`src/rtl/alu_pkg.sv`:
```
// Shared ALU definitions: control codes, sequencer states and slice-op mapping.
package alu_pkg;

    localparam logic [3:0] ALU_AND = 4'b0000;
    localparam logic [3:0] ALU_OR  = 4'b0001;
    localparam logic [3:0] ALU_ADD = 4'b0010;
    localparam logic [3:0] ALU_SUB = 4'b0110;
    localparam logic [3:0] ALU_SLT = 4'b0111;
    localparam logic [3:0] ALU_NOR = 4'b1100;

    typedef enum logic [1:0] {
        ST_IDLE = 2'd0,
        ST_RUN  = 2'd1,
        ST_DONE = 2'd2
    } state_t;

    // SLT is run through the slice as ADD so that the MSB sum bit is available.
    function automatic logic [1:0] slice_op(input logic [1:0] op);
        return (op == 2'b11) ? 2'b10 : op;
    endfunction

endpackage

```
`src/rtl/bit_alu.sv`:
```
// One-bit ALU slice: AND/OR/ADD/LESS with optional operand inversion.
module bit_alu (
    input  logic       a,
    input  logic       b,
    input  logic       a_invert,
    input  logic       b_invert,
    input  logic       carry_in,
    input  logic       less,
    input  logic [1:0] operation,
    output logic       result,
    output logic       carry_out
);

    logic w_a;
    logic w_b;
    logic w_sum;

    always_comb begin
        w_a       = a ^ a_invert;
        w_b       = b ^ b_invert;
        w_sum     = w_a ^ w_b ^ carry_in;
        carry_out = (w_a & w_b) | (carry_in & (w_a ^ w_b));
        unique case (operation)
            2'b00:   result = w_a & w_b;
            2'b01:   result = w_a | w_b;
            2'b10:   result = w_sum;
            default: result = less;
        endcase
    end

endmodule

```
`src/rtl/serial_alu_seq.sv`:
```
// Bit-serial ALU: one bit_alu slice stepped LSB first, with valid/ready on both sides.
module serial_alu_seq
    import alu_pkg::*;
#(
    parameter  int WIDTH = 32,
    localparam int CNT_W = $clog2(WIDTH)
) (
    input  logic             clk,
    input  logic             rst_n,
    input  logic             in_valid,
    output logic             in_ready,
    input  logic [WIDTH-1:0] a,
    input  logic [WIDTH-1:0] b,
    input  logic [3:0]       alu_ctrl,
    output logic             out_valid,
    input  logic             out_ready,
    output logic [WIDTH-1:0] result,
    output logic             zero,
    output logic             overflow
);

    state_t            r_state;
    state_t            w_state_nxt;
    logic [WIDTH-1:0]  r_a_sh;
    logic [WIDTH-1:0]  r_b_sh;
    logic [WIDTH-1:0]  r_res_sh;
    logic [WIDTH-1:0]  r_result;
    logic [3:0]        r_ctrl;
    logic              r_c;
    logic [CNT_W-1:0]  r_cnt;
    logic              r_zero;
    logic              r_ovf;

    logic              w_slice_res;
    logic              w_slice_cout;
    logic              w_accept;
    logic              w_last;
    logic              w_ov;
    logic [WIDTH-1:0]  w_word;
    logic [WIDTH-1:0]  w_final;

    bit_alu u_bit_alu (
        .a         (r_a_sh[0]),
        .b         (r_b_sh[0]),
        .a_invert  (r_ctrl[3]),
        .b_invert  (r_ctrl[2]),
        .carry_in  (r_c),
        .less      (1'b0),
        .operation (slice_op(r_ctrl[1:0])),
        .result    (w_slice_res),
        .carry_out (w_slice_cout)
    );

    always_comb begin
        w_state_nxt = r_state;
        in_ready    = 1'b0;
        out_valid   = 1'b0;
        unique case (r_state)
            ST_IDLE: begin
                in_ready = 1'b1;
                if (in_valid) w_state_nxt = ST_RUN;
            end
            ST_RUN: begin
                if (w_last) w_state_nxt = ST_DONE;
            end
            ST_DONE: begin
                out_valid = 1'b1;
                if (out_ready) w_state_nxt = ST_IDLE;
            end
            default: w_state_nxt = ST_IDLE;
        endcase
    end

    always_ff @(posedge clk or negedge rst_n) begin
        if (!rst_n) r_state <= ST_IDLE;
        else        r_state <= w_state_nxt;
    end

    // Final word is formed from the live MSB slice outputs on the edge entering DONE.
    always_comb begin
        w_accept = (r_state == ST_IDLE) && in_valid;
        w_last   = (r_state == ST_RUN) && (r_cnt == CNT_W'(WIDTH - 1));
        w_ov     = r_c ^ w_slice_cout;
        w_word   = {w_slice_res, r_res_sh[WIDTH-1:1]};
        if (r_ctrl[1:0] == 2'b11) w_final = {{(WIDTH-1){1'b0}}, w_slice_res ^ w_ov};
        else                      w_final = w_word;
    end

    always_ff @(posedge clk or negedge rst_n) begin
        if (!rst_n) begin
            r_a_sh   <= '0;
            r_b_sh   <= '0;
            r_res_sh <= '0;
            r_result <= '0;
            r_ctrl   <= '0;
            r_c      <= 1'b0;
            r_cnt    <= '0;
            r_zero   <= 1'b0;
            r_ovf    <= 1'b0;
        end else if (w_accept) begin
            r_a_sh   <= a;
            r_b_sh   <= b;
            r_res_sh <= '0;
            r_ctrl   <= alu_ctrl;
            r_c      <= alu_ctrl[2];
            r_cnt    <= '0;
        end else if (r_state == ST_RUN) begin
            r_a_sh   <= {1'b0, r_a_sh[WIDTH-1:1]};
            r_b_sh   <= {1'b0, r_b_sh[WIDTH-1:1]};
            r_res_sh <= w_word;
            r_c      <= w_slice_cout;
            r_cnt    <= r_cnt + 1'b1;
            if (w_last) begin
                r_result <= w_final;
                r_zero   <= (w_final == '0);
                r_ovf    <= (r_ctrl[1:0] == 2'b10) ? w_ov : 1'b0;
            end
        end
    end

    assign result   = r_result;
    assign zero     = r_zero;
    assign overflow = r_ovf;

endmodule

```
`config.mk`:
```
export PLATFORM = sky130hd
export DESIGN_NAME = serial_alu_seq
export DESIGN_NICKNAME = d
export VERILOG_FILES = /design/src/rtl/alu_pkg.sv /design/src/rtl/bit_alu.sv /design/src/rtl/serial_alu_seq.sv
export SDC_FILE = /design/constraint.sdc
export NUM_CORES = 1
export LEC_CHECK = 0
export CAP_MARGIN = 20
export CELL_PAD_IN_SITES_DETAIL_PLACEMENT = 1
export CELL_PAD_IN_SITES_GLOBAL_PLACEMENT = 2
export CORE_MARGIN = 5
export CORE_UTILIZATION = 34
export CTS_CLUSTER_DIAMETER = 200
export DETAILED_ROUTE_END_ITERATION = 6
export PLACE_DENSITY_LB_ADDON = 0.05
export SLEW_MARGIN = 10
export SYNTH_ARGS = -nofsm -noshare
export SYNTH_HDL_FRONTEND = slang
export SYNTH_HIERARCHICAL = 1
export SYNTH_SLANG_ARGS = --single-unit
```
`constraint.sdc`:
```
create_clock -name clk -period 7 [get_ports clk]
set_clock_uncertainty 0.05 [all_clocks]
set_input_delay 1.75 -clock clk [delete_from_list [all_inputs] [get_ports clk]]
set_output_delay 1.75 -clock clk [all_outputs]
set_load 0.02 [all_outputs]
```
==> metrics.md <==
| Metric | Value |
|---|---|
| Status | finished clean |
| Post-place setup slack | approximately 2800 ps |
| Buffers on Ports | approximately 110 |
| Gpl congestion | a little over 0.7 |
| Final wirelength | around 15000 um |
| Vias per cell | 4.91 |
| Fraction of layout cells with a size suffix above 1 | 0.0566 |
| Dominant synthesized flop cell | dfrtp_1 |
| Crit end category | flip-flop |
| Endpoints failing setup | 0 |
| Slowest cell on crit path | buf_4 |
| Hold Path Origin | result[10]$_DFFE_PN0P_ |
| Ports | 108 |
| Post-CTS setup buffers | 0 |
| Post-detailed-route count of antenna-violating nets | 0 |
| Clock root buffer | clkbuf_16 |
| Routed WL per cell | between 15 and 20 um |
| Fin crit period | 3770 ps |
| Worst path bufs/invs | 4 |
| CP Max Fanout | between 60 and 70 |
| Setup TNS | 0 ps |
| 1st-iter DRT viols | about 220 |
| Crit path top cell by count | buf_4 |
| Detailed Place HPWL | about 9000 um |
| Slew @ Worst Pin | approximately 1100 ps |
| Synth Cell Area | around 0.006 mm^2 |
| Initial Util | 0.345 |
| First-pass GRT wire length | around 25000 um |
| CTS Sinks | around 140 |
| Reg clk slew, reported paths | roughly 60 ps |
| Startpoint types | input pin |
| Routed via count | between 4000 and 5000 |
| GR Util All Layers | 0.153 |
| H-tree depth | 4 |
| Crit path DAT | 4030 ps |
| DP Area | 0.00715 mm^2 |
| Worst hold path class | flip-flop to flip-flop |
| Final hold vios | 0 |
| CTS tree | built |
| Hold path cells | 2 |
| Clk buf depth | 2 |
| Max-cap violations | 0 |
| Vias in the first global route | between 4000 and 5000 |
| LEAKAGE | about 3.5 nW |
| Hold_ws | 424 ps |
| Max-slew headroom | 0.265 |
| Grt total ovfl | 0 |
| Worst R2R Start | r_ctrl[3]$_DFFE_PN0P_ |
| Net Count, Synth | 716 |
| Crit share post-route | 0.538 |
| Achievable frequency | between 200 and 300 MHz |
| RSZ-0062 raised after global routing | no |
| Pwr dens | around 430 mW/mm^2 |
| Hold Buf Count CTS | 0 |
| Syn Area/Cell | 9.30 um^2 |
| Async set or reset register ratio after synthesis | 1.00 |
| Worst-path cell chain | clkdlybuf4s50_1, nor3b_4, buf_4, buf_12, nor2_4, buf_4, o21ai_0, o21ai_1 |
| Area grow syn2layout | 30.4% |
| Worst skew pair latency | between 400 and 500 ps |
| Fin util | 0.450 |
| Top delay family on crit path | buffers and inverters |
| Final Slew Violations | 0 |
| Number of distinct library cells after synthesis | 30 |
| Total CTS buffers | 17 |
| Yosys Warn Count | 6 |
| Post-CTS Resized | 0 |
| # DRC | 0 |
| Std cell rows | 48 |
| Mapped Cells | ~640 |
| Final WS setup | between 3000 and 4000 ps |
| Antenna cells | 0 |
| DRT Pass-1 Iters | 4 |
| Final net count | 806 |
| Tot Pwr | between 3 and 4 mW |
| Final cell count without fillers | slightly below 1000 |
| CP max stage delay | 530 ps |
| CP required | just over 7000 ps |
| Post-synth EDFFs | 0 |
| Hold EP | result[10]$_DFFE_PN0P_ |
| Placed cell count | slightly above 900 |
| Largest vdd supply drop | between 0.2 and 0.25 mV |
| Reg-to-Reg End | zero$_DFFE_PN0P_ |
| Initial antenna violation count | 1 |
| Reg2reg setup slack | approximately 4500 ps |
| Largest net degree at the start of global routing | roughly 110 |
| Post-route cell area | between 0.007 and 0.008 mm^2 |
| Crit Path Class | input pin to flip-flop |
| Worst r2r path cells | 8 |
| Die height | roughly 140 um |
| Seq/Total Area, Yosys | 0.594 |
| Die area | slightly above 0.02 mm^2 |
| Seq cells post-synth | about 140 |
| Core area | roughly 0.017 mm^2 |
| Die X | ~140 um |
Yosys cell counts, types with 2 or more instances:
library cell,n,area (um^2)
xnor2_1,3,26.3
a22oi_1,63,473
nor4_1,7,43.8
nand2_1,274,1030
o21ai_0,64,320
nor2_1,3,11.3
buf_4,7,52.6
buf_1,2,7.51
o21ai_1,11,55.1
ha_1,4,50.1
inv_1,5,18.8
nand4_1,2,12.5
nand2b_1,2,12.5
nor2b_1,2,12.5
buf_2,17,85.1
nand3_1,2,10.0
dfrtp_1,141,3530
clkbuf_1,18,67.6
cells by family after synthesis:
family | Yosys count | synth area share
and+or+nand+nor | 296 | 0.196
AOI/OAI and AO/OA | 141 | 0.148
DFF | 141 | 0.594
buffers and inverters | 49 | 0.0389
adders and majority gates | 5 | 0.0118
xor gates and xnor gates | 4 | 0.00590
muxes | 2 | 0.00547
other | 1 | 0.000631
worst reg2reg max path: stages, from the launching register on:
cell and delay (ps):
dfrtp_1 390, xnor2_1 210, inv_1 100, fa_1 470
mux4_2 530, nor4_1 220, nand4_1 160, o21ai_0 190
a32o_1 180
flip-flops by register name, indices dropped and copies added (netlist names):
register	flops
r_cnt	5
r_b_sh	32
r_ctrl	4
overflow	1
r_state	2
r_a_sh	32
zero	1
r_c	1
result	32
r_res_sh	31
worst max-delay path by stage:
stage	from	to	slack [ps]	depth (start not counted)
global placement	in_valid	r_cnt[2]$_DFFE_PN0P_	2870	7
detailed placement	in_valid	r_cnt[2]$_DFFE_PN0P_	2790	7
finish	in_valid	r_cnt[2]$_DFFE_PN0P_	3230	8
floorplan	in_valid	r_a_sh[11]$_DFFE_PN0P_	4300	6
CTS	in_valid	r_cnt[2]$_DFFE_PN0P_	3240	7
global route	in_valid	r_cnt[2]$_DFFE_PN0P_	3000	8
layer usage:
layer / GRT usage / vias up / share of wire
li1: - / 2307 / -
met1: 0.204 / 2329 / 0.46
met5: 0 / - / 0.00074
met4: 0.0470 / 2 / 0.013
met2: 0.244 / 93 / 0.48
met3: 0.0437 / 14 / 0.047
report_power, final:
part	total, mW	switching [mW]	internal, mW
combinational	1.07	0.613	0.457
sequential	1.37	0.229	1.14
clock	0.871	0.332	0.539
placed cells by master, fill, tap and decap left out, types with 3 or more instances in the layout:
master           count
nand2_1            274
dfrtp_1            141
clkdlybuf4s50_1    106
o21ai_0             64
a22oi_1             63
clkbuf_16           17
o21ai_1             11
nor4_1               7
clkinv_2             6
buf_4                6
inv_1                5
clkbuf_1             5
ha_1                 4
xnor2_1              3
cell type report:
| class | count | area [um^2] |
|---|---|---|
| Clock buffer | 24 | 472 |
| Clock inverter | 8 | 90.1 |
| Fill cell | 1954 | 9480 |
| Inverter | 5 | 18.8 |
| Multi-Input combinational cell | 449 | 2200 |
| Sequential cell | 141 | 3530 |
| Tap cell | 225 | 282 |
| Timing Repair Buffer | 115 | 1160 |
(Power assumes the default switching activity.)
